===== config.mk =====
export PLATFORM = sky130hd
export DESIGN_NAME = tt_selector_conditioner
export DESIGN_NICKNAME = d
export VERILOG_FILES = /design/src/rtl/tt_maquina_pkg.sv /design/src/rtl/tt_debounce_bit.sv /design/src/rtl/tt_selector_conditioner.sv
export SDC_FILE = /design/constraint.sdc
export NUM_CORES = 1
export LEC_CHECK = 0
export ABC_AREA = 1
export CORE_AREA = 2 2 94 96
export CTS_BUF_LIST = sky130_fd_sc_hd__clkbuf_8
export DETAILED_ROUTE_END_ITERATION = 10
export DIE_AREA = 0 0 96 98
export PLACE_DENSITY = 0.78
export RECOVER_POWER = 50
export SLEW_MARGIN = 10
export SYNTH_ARGS = -nofsm -noshare
export SYNTH_HDL_FRONTEND = slang
export SYNTH_HIERARCHICAL = 1
export SYNTH_SLANG_ARGS = --single-unit

===== constraint.sdc =====
create_clock -name clk -period 3.95 [get_ports clk]
set_clock_uncertainty 0.1 [all_clocks]
set_input_delay 0.395 -clock clk [delete_from_list [all_inputs] [get_ports clk]]
set_output_delay 0.395 -clock clk [all_outputs]
set_load 0.02 [all_outputs]

===== src/rtl/tt_maquina_pkg.sv =====
// Selector encodings shared by the input conditioner and the gear state machine.
// One-hot {P,R,N,D} codes, their bit positions, and a small popcount helper.
package tt_maquina_pkg;

    localparam logic [3:0] SEL_P = 4'b1000;
    localparam logic [3:0] SEL_R = 4'b0100;
    localparam logic [3:0] SEL_N = 4'b0010;
    localparam logic [3:0] SEL_D = 4'b0001;

    localparam int IDX_P = 3;
    localparam int IDX_R = 2;
    localparam int IDX_N = 1;
    localparam int IDX_D = 0;

    // Park is the only safe selection to present out of reset.
    localparam logic [3:0] SEL_RESET = SEL_P;

    function automatic logic [2:0] pop4(input logic [3:0] v);
        return {2'b00, v[0]} + {2'b00, v[1]} + {2'b00, v[2]} + {2'b00, v[3]};
    endfunction

endpackage


===== src/rtl/tt_debounce_bit.sv =====
// One selector switch: SYNC_LEN-flop synchroniser followed by a saturating-free
// stability counter; the level is accepted after DB_LIMIT consecutive differing cycles.
module tt_debounce_bit #(
    parameter int SYNC_LEN = 2,
    parameter int DB_LIMIT = 50000,
    parameter int CNT_W    = 16
) (
    input  logic clk,
    input  logic rst_n,
    input  logic sw,
    output logic db
);

    localparam logic [CNT_W-1:0] CNT_LAST = CNT_W'(DB_LIMIT - 1);

    logic [SYNC_LEN-1:0] sync_q;
    logic [CNT_W-1:0]    cnt_q;
    logic                s;

    assign s = sync_q[SYNC_LEN-1];

    always_ff @(posedge clk or negedge rst_n) begin
        if (!rst_n) begin
            sync_q <= '0;
        end else begin
            sync_q <= {sync_q[SYNC_LEN-2:0], sw};
        end
    end

    // A bounce back to the accepted level clears the count, so the counter
    // only reaches CNT_LAST after an unbroken run and never wraps.
    always_ff @(posedge clk or negedge rst_n) begin
        if (!rst_n) begin
            cnt_q <= '0;
            db    <= 1'b0;
        end else if (s == db) begin
            cnt_q <= '0;
        end else if (cnt_q == CNT_LAST) begin
            db    <= s;
            cnt_q <= '0;
        end else begin
            cnt_q <= cnt_q + 1'b1;
        end
    end

endmodule


===== src/rtl/tt_selector_conditioner.sv =====
// Conditions the {P,R,N,D} selector switches into a registered one-hot selection,
// a change strobe and an error flag. Define SEL_STICKY_ERR_EN for a latched error.
module tt_selector_conditioner
    import tt_maquina_pkg::*;
#(
    parameter int DB_LIMIT = 50000,
    parameter int CNT_W    = 16,
    parameter int SYNC_LEN = 2
) (
    input  logic       clk,
    input  logic       rst_n,
    input  logic [3:0] sw_i,
    input  logic       err_clr_i,
    output logic [3:0] sel_o,
    output logic       sel_chg_o,
    output logic       sel_err_o,
    output logic [3:0] db_o
);

    logic [2:0] db_pop;
    logic       db_onehot;
    logic       db_multi;

    for (genvar k = 0; k < 4; k++) begin : g_db
        tt_debounce_bit #(
            .SYNC_LEN (SYNC_LEN),
            .DB_LIMIT (DB_LIMIT),
            .CNT_W    (CNT_W)
        ) u_db (
            .clk   (clk),
            .rst_n (rst_n),
            .sw    (sw_i[k]),
            .db    (db_o[k])
        );
    end

    assign db_pop    = pop4(db_o);
    assign db_onehot = (db_pop == 3'd1);
    assign db_multi  = (db_pop >= 3'd2);

    // Only a clean one-hot vector may replace the selection; gaps and
    // multi-hot vectors leave the previous gear in place.
    always_ff @(posedge clk or negedge rst_n) begin
        if (!rst_n) begin
            sel_o     <= SEL_RESET;
            sel_chg_o <= 1'b0;
        end else begin
            sel_chg_o <= 1'b0;
            if (db_onehot && (db_o != sel_o)) begin
                sel_o     <= db_o;
                sel_chg_o <= 1'b1;
            end
        end
    end

`ifdef SEL_STICKY_ERR_EN
    // Set has priority so a clear cannot hide an error that is still present.
    always_ff @(posedge clk or negedge rst_n) begin
        if (!rst_n) begin
            sel_err_o <= 1'b0;
        end else if (db_multi) begin
            sel_err_o <= 1'b1;
        end else if (err_clr_i) begin
            sel_err_o <= 1'b0;
        end
    end
`else
    logic unused_err_clr;
    assign unused_err_clr = err_clr_i;

    always_ff @(posedge clk or negedge rst_n) begin
        if (!rst_n) begin
            sel_err_o <= 1'b0;
        end else begin
            sel_err_o <= db_multi;
        end
    end
`endif

endmodule


==> results of run 1 <==
[cells in the mapped netlist (all sizes together), types with 4 or more instances]
| library cell | number | area (um^2) |
|---|---|---|
| a31oi | 8 | 50.1 |
| xnor2 | 8 | 70.1 |
| nor2 | 139 | 589 |
| nand3 | 48 | 290 |
| nand4 | 8 | 50.1 |
| inv | 69 | 259 |
| nor3 | 8 | 130 |
| a21oi | 8 | 40.0 |
| dfrtp | 81 | 2030 |
| o21bai | 4 | 45.0 |
| xor2 | 32 | 310 |
| ha | 7 | 87.6 |
| nand2 | 119 | 527 |
[layout make-up]
cell class | instances | share of cell area
repair buffers | 15 | 0.0287
flip-flops and latches | 82 | 0.406
inverters | 69 | 0.0513
multi-input cells | 391 | 0.439
clock inverters | 7 | 0.0233
well taps | 108 | 0.0268
clock buffers | 9 | 0.0245
[layout by cell type, fill, tap and decap left out, types with 2 or more instances in the layout]
cell	n
sky130_fd_sc_hd__clkinvlp_4	2
sky130_fd_sc_hd__nor2_2	9
sky130_fd_sc_hd__nand2_2	29
sky130_fd_sc_hd__bufinv_16	3
sky130_fd_sc_hd__xor2_1	28
sky130_fd_sc_hd__clkdlybuf4s50_1	10
sky130_fd_sc_hd__xnor2_1	8
sky130_fd_sc_hd__a21oi_1	8
sky130_fd_sc_hd__o21bai_2	4
sky130_fd_sc_hd__xor2_2	4
sky130_fd_sc_hd__inv_1	64
sky130_fd_sc_hd__dfrtp_1	81
sky130_fd_sc_hd__nand3_4	4
sky130_fd_sc_hd__dlygate4sd3_1	4
sky130_fd_sc_hd__inv_2	6
sky130_fd_sc_hd__nor2_4	6
sky130_fd_sc_hd__nor3_4	8
sky130_fd_sc_hd__nand4_1	8
sky130_fd_sc_hd__a31oi_1	8
sky130_fd_sc_hd__nor2_1	124
sky130_fd_sc_hd__ha_1	7
sky130_fd_sc_hd__clkbuf_8	9
sky130_fd_sc_hd__nand2_1	89
sky130_fd_sc_hd__nand3_1	44
[report_power, final]
group          total (W)  switching [W]  leakage (nW)  internal, W
combinational  0.0000589      0.0000407          1.26    0.0000182
sequential      0.000867      0.0000138          1.11     0.000853
clock           0.000735       0.000315         0.117     0.000420
total            0.00166       0.000370          2.49      0.00129
[worst reg2reg max path, stage by stage (launching register included)]
cell and delay (ns):
sky130_fd_sc_hd__dfrtp_1 0.51, sky130_fd_sc_hd__inv_1 0.13, sky130_fd_sc_hd__fa_1 0.52, sky130_fd_sc_hd__inv_1 0.05
sky130_fd_sc_hd__ha_1 0.19, sky130_fd_sc_hd__inv_1 0.06, sky130_fd_sc_hd__ha_1 0.22, sky130_fd_sc_hd__inv_1 0.07
sky130_fd_sc_hd__nand2_1 0.08, sky130_fd_sc_hd__nor2_4 0.16, sky130_fd_sc_hd__nand2_4 0.09, sky130_fd_sc_hd__nand2_1 0.06
sky130_fd_sc_hd__nand2_1 0.05
[logic make-up after synthesis]
| group | Yosys count |
|---|---|
| and+or+nand+nor | 322 |
| buffers and inverters | 69 |
| DFF | 82 |
| xor gates and xnor gates | 40 |
| adders and majority gates | 8 |
| AOI/OAI and AO/OA | 21 |
[stage by stage]
step	std cells	utilization	worst slack [ns]	instance area [um^2]	power (W)
2_1_floorplan	542	-	1.66	4530	0.000913
3_3_place_gp	665	0.568	1.67	4810	0.000942
3_5_place_dp	665	0.568	1.58	4810	0.000946
4_1_cts	681	0.597	1.56	5050	0.00168
5_1_grt	681	0.597	1.37	5050	0.00173
6_report	681	0.597	1.58	5050	0.00166
[sequential cells by signal, indices dropped and copies added (netlist names)]
| register | flops |
|---|---|
| g_db.u_db/cnt_q | 64 |
| g_db.u_db/db | 4 |
| g_db.u_db/sync_q | 8 |
| sel_chg_o | 1 |
| sel_err_o | 1 |
| sel_o | 4 |
[metal layers]
metal / up-vias / share of wire / global-route usage
met5: - / 0 / 0
met4: 0 / 0.012 / 0.0659
met3: 9 / 0.047 / 0.0463
met2: 89 / 0.50 / 0.343
met1: 1685 / 0.44 / 0.271
li1: 1735 / - / -
[path summary, 6_finish.rpt]
check | start | end | depth (start not counted)
max | g_db[1].u_db/db | sel_o[2] | 12
min | g_db[2].u_db/sync_q[0] | g_db[2].u_db/sync_q[1] | 0
max reg2reg | g_db[1].u_db/db | sel_o[2] | 12
min reg2reg | g_db[2].u_db/sync_q[0] | g_db[2].u_db/sync_q[1] | 0
max in group asynchronous | rst_n | g_db[2].u_db/sync_q[0] | 1
min in group asynchronous | rst_n | g_db[0].u_db/cnt_q[2] | 1
==> impl_metrics.py, run 1 <==
metrics = {
    "placed_design": {
        "io_buffers": 15,
        "gp_routability_congestion": 0.895,
        "hpwlAfterDp_um": 6280,
    },
    "clocking": {
        "cts-htree-levels": 3,
        "clock_latency_ns": 0.35,
        "clkSlewWorstSetupHoldPaths_ns": 0.08,
        "cts_resized": 0,
        "cts_buffers": 9,
        "tritoncts": "built",
        "clock_tree.root_cell": "sky130_fd_sc_hd__clkbuf_8",
        "clock_tree.buffer_depth": 2,
        "post_cts_hold_fix_bufs": 0,
        "number_of_clock_sinks": 82,
        "post-cts-setup-buffer-count": 0,
    },
    "power": {
        "irDropWorstVdd_uv": 230,
        "power_density_nw_per_um2": 329,
        "leakage_power_nw": 2.49,
    },
    "worst_setup_path": {
        "crit_family": "adder cells",
        "endpoint_kind": "flop",
        "timing.critical_path.arrival_ns": 2.52,
        "largest_incremental_delay_on_the_critical_path_ns": 0.52,
        "critical_path.startpoint_type": "flop",
        "path_buf_inv": 4,
        "crit_path_top_delay_cell": "sky130_fd_sc_hd__fa_1",
        "cp_max_fo": 6,
        "worst-endpoint-required_ns": 4.10,
        "crit_path_cell_chain": "inv_1 -> fa_1 -> inv_1 -> ha_1 -> inv_1 -> ha_1 -> inv_1 -> nand2_1 -> nor2_4 -> nand2_4 -> nand2_1 -> nand2_1",
        "category_of_the_most_critical_setup_path": "reg2reg",
        "crit_top_cell": "sky130_fd_sc_hd__inv_1",
        "ff2ff_setup_slack_ns": 1.58,
    },
    "logic_synthesis": {
        "synth-xor-area-share": 0.0840,
        "synth.yosys.warnings": 6,
        "postSynth.topFlopCell": "sky130_fd_sc_hd__dfrtp_1",
        "compound_gate_fraction_of_synth_area": 0.0315,
        "post_synth_fa_ha_maj_area_fraction": 0.0238,
        "synth.mux.area_fraction": 0,
        "synth_sequential_area_ratio": 0.453,
        "synth_simple_gate_area_share": 0.350,
        "post_synth_num_cell_types": 23,
        "combinational_family_with_the_most_area_after_synthesis": "simple AND/OR/NAND/NOR gates",
        "postSynthCellCount": 542,
        "post_syn_area_um2": 4530,
        "synth_area_per_cell_um2": 8.36,
        "synth_edf_count": 0,
        "net_count_after_synthesis": 557,
        "synth-async-reset-ratio": 1.00,
        "ys_seq_elements": 82,
    },
    "drt": {
        "drt_iter0_markers": 187,
        "dr_total_vias": 3518,
        "dr_wl_cell_um": 12.9,
        "number_of_vias_per_cell": 5.17,
        "routed_wl_um": 8800,
        "drcViolationCount": 0,
        "dr.pass1.iters": 4,
        "count_of_nets_left_with_antenna_violations_after_detail_routing": 0,
    },
    "die": {
        "dieWidth_um": 96,
        "io_pins": 17,
        "fp.dieArea_um2": 9410,
        "starting_density_of_the_core": 0.535,
        "core_um2": 8470,
        "dieHeight_um": 98,
        "rows": 34,
    },
    "sta": {
        "worst_rel_slew_slack": -0.313,
        "drv_slew": 83,
        "timing.final.crit_share": 0.600,
        "whs_ns": 0.257,
        "tightestPinTransition_ns": 1.97,
        "max_clock_freq_mhz": 422,
        "timing.final.hold_violations": 0,
        "finalWorstPathRequiredPeriod_ns": 2.37,
        "grt_setup_unrepaired": "no",
        "finalSetupTns_ns": 0,
        "setup-violations-final": 0,
    },
    "layout": {
        "ratio_of_cells_with_drive_above_1_in_the_final_layout": 0.154,
        "final_nets": 583,
        "areaGrowthSynthToFinish_pct": 11.5,
        "n_fill_cell": 735,
        "n_antenna_cell": 0,
        "multi_input_comb_area_um2": 2220,
        "seq_area_um2": 2050,
    },
    "run_status": {
        "run_status": "complete, but fails checks",
        "violations_in_the_final_reports": "capacitance limit, slew limit",
    },
    "worst_hold_path": {
        "min-delay-path-class": "reg2reg",
    },
    "grt": {
        "wire_length_of_the_first_global_routing_pass_um": 15500,
        "grtUsageTotal": 0.208,
        "first_global_vias": 3514,
        "maximum_number_of_pins_on_one_net_before_global_route_repair": 83,
        "total_grt_overflow": 0,
        "grt_antenna_before_repair": 0,
    },
    "run": {
        "cap_viol_max_count": 1,
    },
}
(Power assumes the default switching activity.)
==> run 2, diff against run 1 <==
- clock period: 3.95 -> 2.35 ns (I/O delays scaled with it)
==> run 2 against run 1 <==
Effect of this change: the flow now finishes without violations; cell count is 0.59% higher; non-clock buffer count rose by 6; via count increased by 1.7%; critical path depth stayed put; power grew 55%; fmax up 8.3%; largest cell class unchanged.
==> impl_metrics.py, run 2 (synthesis gave the netlist of run 1 again) <==
metrics = {
    "power": {
        "power_density_nw_per_um2": 508,
        "irDropWorstVdd_uv": 372,
        "comb_power_share": 0.041,
        "internal_power_w": 0.00198,
        "leakage_power_nw": 2.49,
        "switching_share": 0.231,
        "power.share.sequential": 0.566,
        "clockPowerShare": 0.393,
        "power_switching_w": 0.000595,
    },
    "placed_design": {
        "gp_routability_congestion": 0.901,
        "hpwlAfterDp_um": 6620,
        "placed_instances": 670,
        "io_buffers": 15,
    },
    "drt": {
        "drt_iter0_markers": 200,
        "drcViolationCount": 0,
        "dr.pass1.iters": 4,
        "dr_wl_cell_um": 13.1,
        "routed_wl_um": 8960,
        "dr_total_vias": 3578,
        "number_of_vias_per_cell": 5.22,
        "count_of_nets_left_with_antenna_violations_after_detail_routing": 0,
    },
    "grt": {
        "total_grt_overflow": 0,
        "maximum_number_of_pins_on_one_net_before_global_route_repair": 44,
        "grtUsageTotal": 0.215,
        "grt_antenna_before_repair": 0,
        "first_global_vias": 3589,
        "wire_length_of_the_first_global_routing_pass_um": 16000,
    },
    "worst_setup_path": {
        "timing.critical_path.arrival_ns": 2.35,
        "largest_incremental_delay_on_the_critical_path_ns": 0.53,
        "worst-endpoint-required_ns": 2.51,
        "cp_max_fo": 5,
        "endpoint_kind": "flop",
        "crit_family": "adder cells",
        "path_buf_inv": 4,
        "category_of_the_most_critical_setup_path": "reg2reg",
        "crit_path_cell_chain": "inv_2 -> fa_1 -> inv_1 -> ha_2 -> inv_1 -> ha_1 -> inv_2 -> nand2_2 -> nor2_4 -> nand2_4 -> nand2_1 -> nand2_1",
        "critical_path.startpoint_type": "flop",
        "crit_path_top_delay_cell": "sky130_fd_sc_hd__fa_1",
    },
    "layout": {
        "final_nets": 589,
        "largest_register_ffs": 64,
        "areaGrowthSynthToFinish_pct": 11.7,
        "ratio_of_cells_with_drive_above_1_in_the_final_layout": 0.163,
        "n_antenna_cell": 0,
        "layout.cells.non_filler": 685,
        "most-common-layout-cells": "sky130_fd_sc_hd__nor2_1 (124), sky130_fd_sc_hd__nand2_1 (88), sky130_fd_sc_hd__dfrtp_1 (81), sky130_fd_sc_hd__inv_1 (62), sky130_fd_sc_hd__nand3_1 (44)",
        "layout_commonest_cell": "sky130_fd_sc_hd__nor2_1",
        "reg.largest.list": "g_db.u_db/cnt_q: 64 flops, g_db.u_db/sync_q: 8 flops",
        "largest_register": "g_db.u_db/cnt_q",
    },
    "clocking": {
        "tritoncts": "built",
        "clock_tree.buffer_depth": 2,
        "number_of_clock_sinks": 82,
        "clkSlewWorstSetupHoldPaths_ns": 0.08,
        "clock_latency_ns": 0.36,
        "cts_buffers": 9,
        "post-cts-setup-buffer-count": 0,
        "clock_tree.root_cell": "sky130_fd_sc_hd__clkbuf_8",
        "cts-htree-levels": 3,
    },
    "sta": {
        "grt_setup_unrepaired": "no",
        "finalWorstPathRequiredPeriod_ns": 2.19,
        "tightestPinTransition_ns": 1.36,
        "worst_rel_slew_slack": 0.0901,
        "max_clock_freq_mhz": 456,
        "timing.final.crit_share": 0.932,
        "drv_slew": 0,
        "timing.final.hold_violations": 0,
        "setup-violations-final": 0,
        "finalSetupTns_ns": 0,
    },
    "worst_hold_path": {
        "min-delay-path-class": "reg2reg",
    },
    "die": {
        "core_um2": 8470,
        "dieHeight_um": 98,
        "rows": 34,
        "io_pins": 17,
        "fp.dieArea_um2": 9410,
        "starting_density_of_the_core": 0.535,
        "dieWidth_um": 96,
    },
    "run": {
        "cap_viol_max_count": 0,
    },
    "run_status": {
        "run_status": "finished clean",
    },
}
-- run 2: layer usage --
layer,track usage,share of wire,vias to the layer above
met3,0.0548,0.050,15
met4,0.0802,0.014,0
met1,0.285,0.44,1723
met2,0.340,0.49,90
met5,0,0,-
li1,-,-,1750
-- run 2: final cells by class --
type                    count  area, um^2
multi-input cells         391        2220
clock inverters             4        51.3
well taps                 108         135
clock buffers              10         138
flip-flops and latches     82        2050
inverters                  69         259
repair buffers             21         201
fillers                   730        3410
-- run 2: final timing paths --
kind | start | endpoint | slack [ns] | depth (start not counted)
max in group asynchronous | rst_n | g_db[3].u_db/cnt_q[1] | 0.41 | 3
worst max-delay path | g_db[0].u_db/db | sel_o[1] | 0.16 | 12
worst max register to register | g_db[0].u_db/db | sel_o[1] | 0.16 | 12
worst min-delay path | g_db[1].u_db/sync_q[0] | g_db[1].u_db/sync_q[1] | 0.25 | 0
min in group asynchronous | rst_n | g_db[0].u_db/cnt_q[4] | 0.61 | 2
worst min register to register | g_db[1].u_db/sync_q[0] | g_db[1].u_db/sync_q[1] | 0.25 | 0
-- run 2: stage by stage --
stage	hold WS, ns	worst slack (ns)	utilization	power [W]	instance area (um^2)
CTS	0.194	0.0952	0.598	0.00261	5060
floorplan	-0.161	0.0592	-	0.00153	4530
global placement	0.0600	0.256	0.574	0.00159	4860
finish	0.253	0.159	0.598	0.00257	5060
global route	0.257	0.00528	0.598	0.00269	5060
detailed placement	0.0616	0.0971	0.574	0.00159	4860
-- run 2: power groups by stage --
stage / clock network [W] / logic [W] / registers [W]
after floorplan: 0 / 0.0000542 / 0.00148
after global placement: 0 / 0.000106 / 0.00148
after detailed placement: 0 / 0.000110 / 0.00148
after CTS: 0.00104 / 0.000112 / 0.00146
after global routing: 0.00110 / 0.000125 / 0.00146
final: 0.00101 / 0.000105 / 0.00146
-- run 2: what timing repair did --
action | CTS | global route
hold buffers | 1 | 0
endpoints found under the setup margin | 0 | 3
gates resized for setup | 0 | 3
endpoints found under the hold margin | 21 | 0
